<file path="src/rtl/fb_write_scheduler_if.sv">
// Drawing-engine write port of the frame-buffer scheduler.
// The drawing engine drives the master side, the scheduler is the slave.
interface fb_write_scheduler_if #(
    parameter int AW = 19,
    parameter int DW = 12
);
    // A write transfers on every pclk edge where wr_valid && wr_ready.
    // wr_addr/wr_data must be stable while wr_valid is high; wr_ready never depends on wr_valid.
    logic          wr_valid;
    logic          wr_ready;
    logic [AW-1:0] wr_addr;
    logic [DW-1:0] wr_data;

    modport master (output wr_valid, output wr_addr, output wr_data, input wr_ready);
    modport slave  (input wr_valid, input wr_addr, input wr_data, output wr_ready);
endinterface

</file>
<file path="src/rtl/fb_write_scheduler.sv">
// Shares the single-port frame-buffer RAM between VGA scanout (active video) and buffered drawing writes (blanking).
// Optional macro FB_STALL_CNT_EN adds a saturating stall_cnt output counting refused write requests.
module fb_write_scheduler #(
    parameter int AW         = 19,
    parameter int DW         = 12,
    parameter int FIFO_DEPTH = 4
) (
    input  logic                        pclk,
    input  logic                        reset,
    input  logic [9:0]                  h_addr,
    input  logic [9:0]                  v_addr,
    input  logic                        valid,
    fb_write_scheduler_if.slave         wr,
    output logic [AW-1:0]               mem_addr,
    output logic                        mem_we,
    output logic [DW-1:0]               mem_wdata,
    input  logic [DW-1:0]               mem_q,
    output logic [DW-1:0]               vga_data,
    output logic [$clog2(FIFO_DEPTH):0] fifo_level,
    output logic [1:0]                  state_dbg
`ifdef FB_STALL_CNT_EN
    ,
    output logic [15:0]                 stall_cnt
`endif
);
    localparam int PW = $clog2(FIFO_DEPTH);

    typedef enum logic [1:0] {
        IDLE  = 2'd0,
        SCAN  = 2'd1,
        DRAIN = 2'd2
    } state_t;

    state_t        state, next_state;
    logic [AW-1:0] fifo_addr [FIFO_DEPTH];
    logic [DW-1:0] fifo_data [FIFO_DEPTH];
    logic [PW-1:0] wr_ptr, rd_ptr;
    logic [PW:0]   count;
    logic          full, empty, push, pop;
    logic [18:0]   rd_raw;
    logic [AW-1:0] rd_addr, addr_d;
    logic [DW-1:0] wdata_d;
    logic          we_d;
    logic          valid_d1, valid_d2;
    logic          unused_v_msb;

    // Row fits in 9 bits (480 lines), so the column lands at a 512-word stride.
    assign rd_raw       = {h_addr, v_addr[8:0]};
    assign rd_addr      = AW'(rd_raw);
    assign unused_v_msb = v_addr[9];

    assign full        = (count == (PW+1)'(FIFO_DEPTH));
    assign empty       = (count == '0);
    assign wr.wr_ready = !reset && !full;
    assign push        = wr.wr_valid && wr.wr_ready;
    assign fifo_level  = count;
    assign state_dbg   = state;

    always_ff @(posedge pclk) begin
        if (reset) state <= IDLE;
        else       state <= next_state;
    end

    always_comb begin
        if (valid)       next_state = SCAN;
        else if (!empty) next_state = DRAIN;
        else             next_state = IDLE;
    end

    always_comb begin
        pop     = 1'b0;
        we_d    = 1'b0;
        addr_d  = rd_addr;
        wdata_d = mem_wdata;
        if (next_state == DRAIN) begin
            pop     = 1'b1;
            we_d    = 1'b1;
            addr_d  = fifo_addr[rd_ptr];
            wdata_d = fifo_data[rd_ptr];
        end
    end

    always_ff @(posedge pclk) begin
        if (reset) begin
            mem_addr  <= '0;
            mem_we    <= 1'b0;
            mem_wdata <= '0;
        end else begin
            mem_addr  <= addr_d;
            mem_we    <= we_d;
            mem_wdata <= wdata_d;
        end
    end

    // Storage needs no reset: pointers and count alone define the contents.
    always_ff @(posedge pclk) begin
        if (push) begin
            fifo_addr[wr_ptr] <= wr.wr_addr;
            fifo_data[wr_ptr] <= wr.wr_data;
        end
    end

    always_ff @(posedge pclk) begin
        if (reset) begin
            wr_ptr <= '0;
            rd_ptr <= '0;
            count  <= '0;
        end else begin
            if (push) wr_ptr <= wr_ptr + 1'b1;
            if (pop)  rd_ptr <= rd_ptr + 1'b1;
            case ({push, pop})
                2'b10:   count <= count + 1'b1;
                2'b01:   count <= count - 1'b1;
                default: count <= count;
            endcase
        end
    end

    // valid_d2 lines up with the RAM output, so write slots always blank the pixel.
    always_ff @(posedge pclk) begin
        if (reset) begin
            valid_d1 <= 1'b0;
            valid_d2 <= 1'b0;
            vga_data <= '0;
        end else begin
            valid_d1 <= valid;
            valid_d2 <= valid_d1;
            vga_data <= valid_d2 ? mem_q : '0;
        end
    end

`ifdef FB_STALL_CNT_EN
    always_ff @(posedge pclk) begin
        if (reset)
            stall_cnt <= '0;
        else if (wr.wr_valid && !wr.wr_ready && stall_cnt != 16'hFFFF)
            stall_cnt <= stall_cnt + 16'd1;
    end
`endif
endmodule

</file>
<file path="src/flat_wrapper.sv">
// flat-port wrapper written by rule: the top's interface ports become plain ports
module fb_write_scheduler_flat 
#(
    parameter int AW         = 19,
    parameter int DW         = 12,
    parameter int FIFO_DEPTH = 4
)
  (pclk, reset, h_addr, v_addr, valid, mem_addr, mem_we, mem_wdata, mem_q, vga_data, fifo_level, state_dbg, wr_wr_valid, wr_wr_addr, wr_wr_data, wr_wr_ready);
  fb_write_scheduler_if #(.AW(AW), .DW(DW)) wr_i ();
  input  logic pclk;
  input  logic reset;
  input  logic [9:0] h_addr;
  input  logic [9:0] v_addr;
  input  logic valid;
  output logic [AW-1:0] mem_addr;
  output logic mem_we;
  output logic [DW-1:0] mem_wdata;
  input  logic [DW-1:0] mem_q;
  output logic [DW-1:0] vga_data;
  output logic [$clog2(FIFO_DEPTH):0] fifo_level;
  output logic [1:0] state_dbg;
  input wire logic [$bits(wr_i.wr_valid)-1:0] wr_wr_valid;
  input wire logic [$bits(wr_i.wr_addr)-1:0] wr_wr_addr;
  input wire logic [$bits(wr_i.wr_data)-1:0] wr_wr_data;
  output wire logic [$bits(wr_i.wr_ready)-1:0] wr_wr_ready;
  assign wr_i.wr_valid = wr_wr_valid;
  assign wr_i.wr_addr = wr_wr_addr;
  assign wr_i.wr_data = wr_wr_data;
  assign wr_wr_ready = wr_i.wr_ready;
  fb_write_scheduler #(.AW(AW), .DW(DW), .FIFO_DEPTH(FIFO_DEPTH)) u_core (.pclk(pclk), .reset(reset), .h_addr(h_addr), .v_addr(v_addr), .valid(valid), .wr(wr_i), .mem_addr(mem_addr), .mem_we(mem_we), .mem_wdata(mem_wdata), .mem_q(mem_q), .vga_data(vga_data), .fifo_level(fifo_level), .state_dbg(state_dbg));
endmodule
</file>
<file path="config.mk">
export PLATFORM = sky130hd
export DESIGN_NAME = fb_write_scheduler_flat
export DESIGN_NICKNAME = d
export VERILOG_FILES = /design/src/rtl/fb_write_scheduler_if.sv /design/src/rtl/fb_write_scheduler.sv /design/src/flat_wrapper.sv
export SDC_FILE = /design/constraint.sdc
export NUM_CORES = 1
export LEC_CHECK = 0
export CORE_MARGIN = 5
export CORE_UTILIZATION = 30
export DETAILED_ROUTE_END_ITERATION = 12
export REMOVE_ABC_BUFFERS = 1
export SLEW_MARGIN = 20
export SYNTH_ARGS = -nofsm -noshare
export SYNTH_HDL_FRONTEND = slang
export SYNTH_SLANG_ARGS = --single-unit
</file>
<file path="constraint.sdc">
create_clock -name pclk -period 2.5 [get_ports pclk]
set_input_delay 0.5 -clock pclk [delete_from_list [all_inputs] [get_ports pclk]]
set_output_delay 0.5 -clock pclk [all_outputs]
set_load 0.01 [all_outputs]
</file>
==> run_results.csv <==
group,metric,value,unit
sta,period_minus_slack,2330,ps
die,pin_count,117,
place,gp_congestion,0.697,
synth,synthDistinctLibCells,32,
global_route,grt_pass1_vias,3665,
pwr,p_per_area,917,nW/um2
clocking,cts_sinks,180,
synth,synth_cells,321,
clocking,clk_pin_slew_worst_paths,70,ps
clocking,cts_resized,0,
critical_path,cp_num_buf_inv,3,
critical_path,cpLargestDelayFamily,"buffers and inverters",
critical_path,r2r_slack,280,ps
sta,fin_ws,166,ps
synth,synth_area_leader_cell,"edfxtp_1",
sta,max_freq,429,MHz
clocking,clockBufferDepth,2,
min_path,hp-class,"register to register",
sta,worst_slew_pin_slew,729,ps
synth,synthTopCellsByCount,"edfxtp_1, dfxtp_1, a22o_1",
detailed_routing,wirelength,13.2,mm
clocking,htreeDepth,4,
synth,synth.most_common_cell,"edfxtp_1",
flow_run,maxCapViolations,0,
place,place_hpwl,8.38,mm
critical_path,cp_common_cell,"clkdlybuf4s50_1",
critical_path,cp_max_fo,16,
synth,synth.area.top_cells,"edfxtp_1, dfxtp_1, mux4_2, a22o_1, mux4_1",
detailed_routing,ant_nets,0,
detailed_routing,drcViolationCount,0,
sta,final-hold-violation-count,0,
sta,maxSlewViolCount,0,
detailed_routing,via_count,3335,
critical_path,critPathRequiredTime,2000,ps
place,place_inst,710,
critical_path,critPathMaxStageDelay,550,ps
synth,yosysSeqAreaShare,0.755,
global_route,grt_overflow,0,
critical_path,critical_path_class,"input port to primary output",
sta,fin_setup_tns,0,ps
clocking,cts_tree,"built",
sta,grt_setup_unrepaired,"false",
detailed_routing,firstDrtPassIters,4,
place,port-buffer-count,115,
global_route,grt_usage,0.112,
die,die_area,24400,um2
synth,ys_seq_elements,180,
finish,area_growth,33.2,%
sta,whs,468,ps
critical_path,critPathArrivalTime,1830,ps
critical_path,worst_path_max_delay_cell,"clkdlybuf4s50_1",
die,dieHeight,156,um
sta,finalSetupViolations,0,
synth,netlist_area,6420,um2
detailed_routing,wl_per_cell,17.8,um
critical_path,end_kind,"primary output",
place,post-place-ws,21.4,ps
die,coreArea,21000,um2
critical_path,crit_chain,"clkdlybuf4s50_1, buf_4, nor2_1, clkdlybuf4s50_1",
finish,nets,527,
pwr,ir_worst_vdd,0.000463,V
sta,fin_crit_sh,0.933,
global_route,grt_pass1_wl,20.5,mm
global_route,grt_antenna_before_repair,0,
detailed_routing,drt-vias-per-instance,4.49,
synth,ys_warn_count,0,
synth,synth_top_area_frac,0.580,
pwr,p_leak,2.87,nW
synth,ys.flop_type,"edfxtp_1",
synth,synth_edf_count,124,
die,placementRows,53,
die,start_util,0.305,
finish,final_cells,742,
global_route,grt_max_degree,33,
clocking,cts_root_buffer,"clkbuf_16",
die,die_x,156,um
finish,antenna_cells,0,
synth,ys_async_sr_fraction,0,
clocking,clk_latency,420,ps
detailed_routing,drt_iter0_drc,169,
clocking,ctsHoldBuffers,0,
sta,fin_skew,10.3,ps
synth,avgSynthCellArea,20.0,um2
finish,drive_gt1_frac,0.173,
clocking,cts_inserted_buffers,17,
clocking,postCtsSetupRepairBufs,0,
critical_path,startpoint_type,"input port",
sta,slew_headroom,0.513,
finish,fin_util,0.407,
status,status,"finished clean",
[path summary, 6_finish.rpt]
kind | from | endpoint | cells past startpoint
min reg2reg | u_core.state_dbg[0] | u_core.valid_d2 | 1
max reg2reg | u_core.fifo_level[2] | u_core.fifo_level[2] | 9
min | u_core.state_dbg[0] | u_core.valid_d2 | 1
max | reset | wr_wr_ready | 4
[routing by layer]
metal / routed length [um] / global-route usage / part of all wire / vias to the layer above
met4: 154 / 0.0281 / 0.012 / 0
li1: - / - / - / 1541
met2: 7110 / 0.199 / 0.54 / 88
met3: 703 / 0.0404 / 0.053 / 13
met5: 0 / 0 / 0 / -
met1: 5260 / 0.129 / 0.40 / 1693
[layout by cell type, fill, tap and decap left out, types with 2 or more instances in the layout]
cell,instances
a21oi_1,4
a22o_1,30
and2_1,12
and2_2,4
buf_12,5
buf_4,11
bufinv_16,2
clkbuf_16,17
clkdlybuf4s50_1,115
clkinv_2,4
clkinvlp_4,2
dfxtp_1,56
edfxtp_1,124
ha_1,5
inv_1,8
inv_6,5
mux4_1,9
mux4_2,22
nor2_1,8
nor2b_1,2
o21ai_0,2
or3_1,2
xor2_1,2
[registers in the layout, indices dropped and copies added, names as in the netlist, named ones only]
signal,flops
u_core.fifo_level,3
u_core.fifo_addr,76
u_core.valid_d2,1
u_core.wr_ptr,2
u_core.mem_we,1
u_core.state_dbg,2
u_core.mem_wdata,12
u_core.mem_addr,19
u_core.fifo_data,48
u_core.rd_ptr,2
u_core.vga_data,12
[cells by family (layout without fill, tap and decap cells)]
kind of cell | count (synthesis) | count (layout) | share of synthesized area
buffers and inverters | 25 | 171 | 0.0255
AO/OA/AOI/OAI | 40 | 40 | 0.0525
AND/OR/NAND/NOR | 35 | 35 | 0.0339
adder cells (fa/ha/maj) | 6 | 6 | 0.0129
multiplexers | 33 | 33 | 0.117
flip-flops | 180 | 180 | 0.755
XOR/XNOR | 2 | 2 | 0.00273
[layout make-up]
cell class              instances  area, um2
clock buffers                  17        425
clock inverters                15        151
fillers                      1887      12500
inverters                       8       30.0
multi-input cells             116       1420
flip-flops and latches        180       4840
well taps                     275        344
repair buffers                131       1330
[through the flow]
stage          power (mW)  cell area (um2)
2_1_floorplan        4.51             6280
6_report             7.84             8550
5_1_grt              8.24             8550
4_1_cts              7.98             8550
3_5_place_dp         5.33             7970
3_3_place_gp         5.29             7970
[power by group]
part / switching, mW / total, mW / internal (mW)
Clock: 1.14 / 2.61 / 1.48
Sequential: 0.127 / 3.61 / 3.49
Combinational: 0.721 / 1.61 / 0.892
Note: power is estimated with default switching activity, not from simulation.
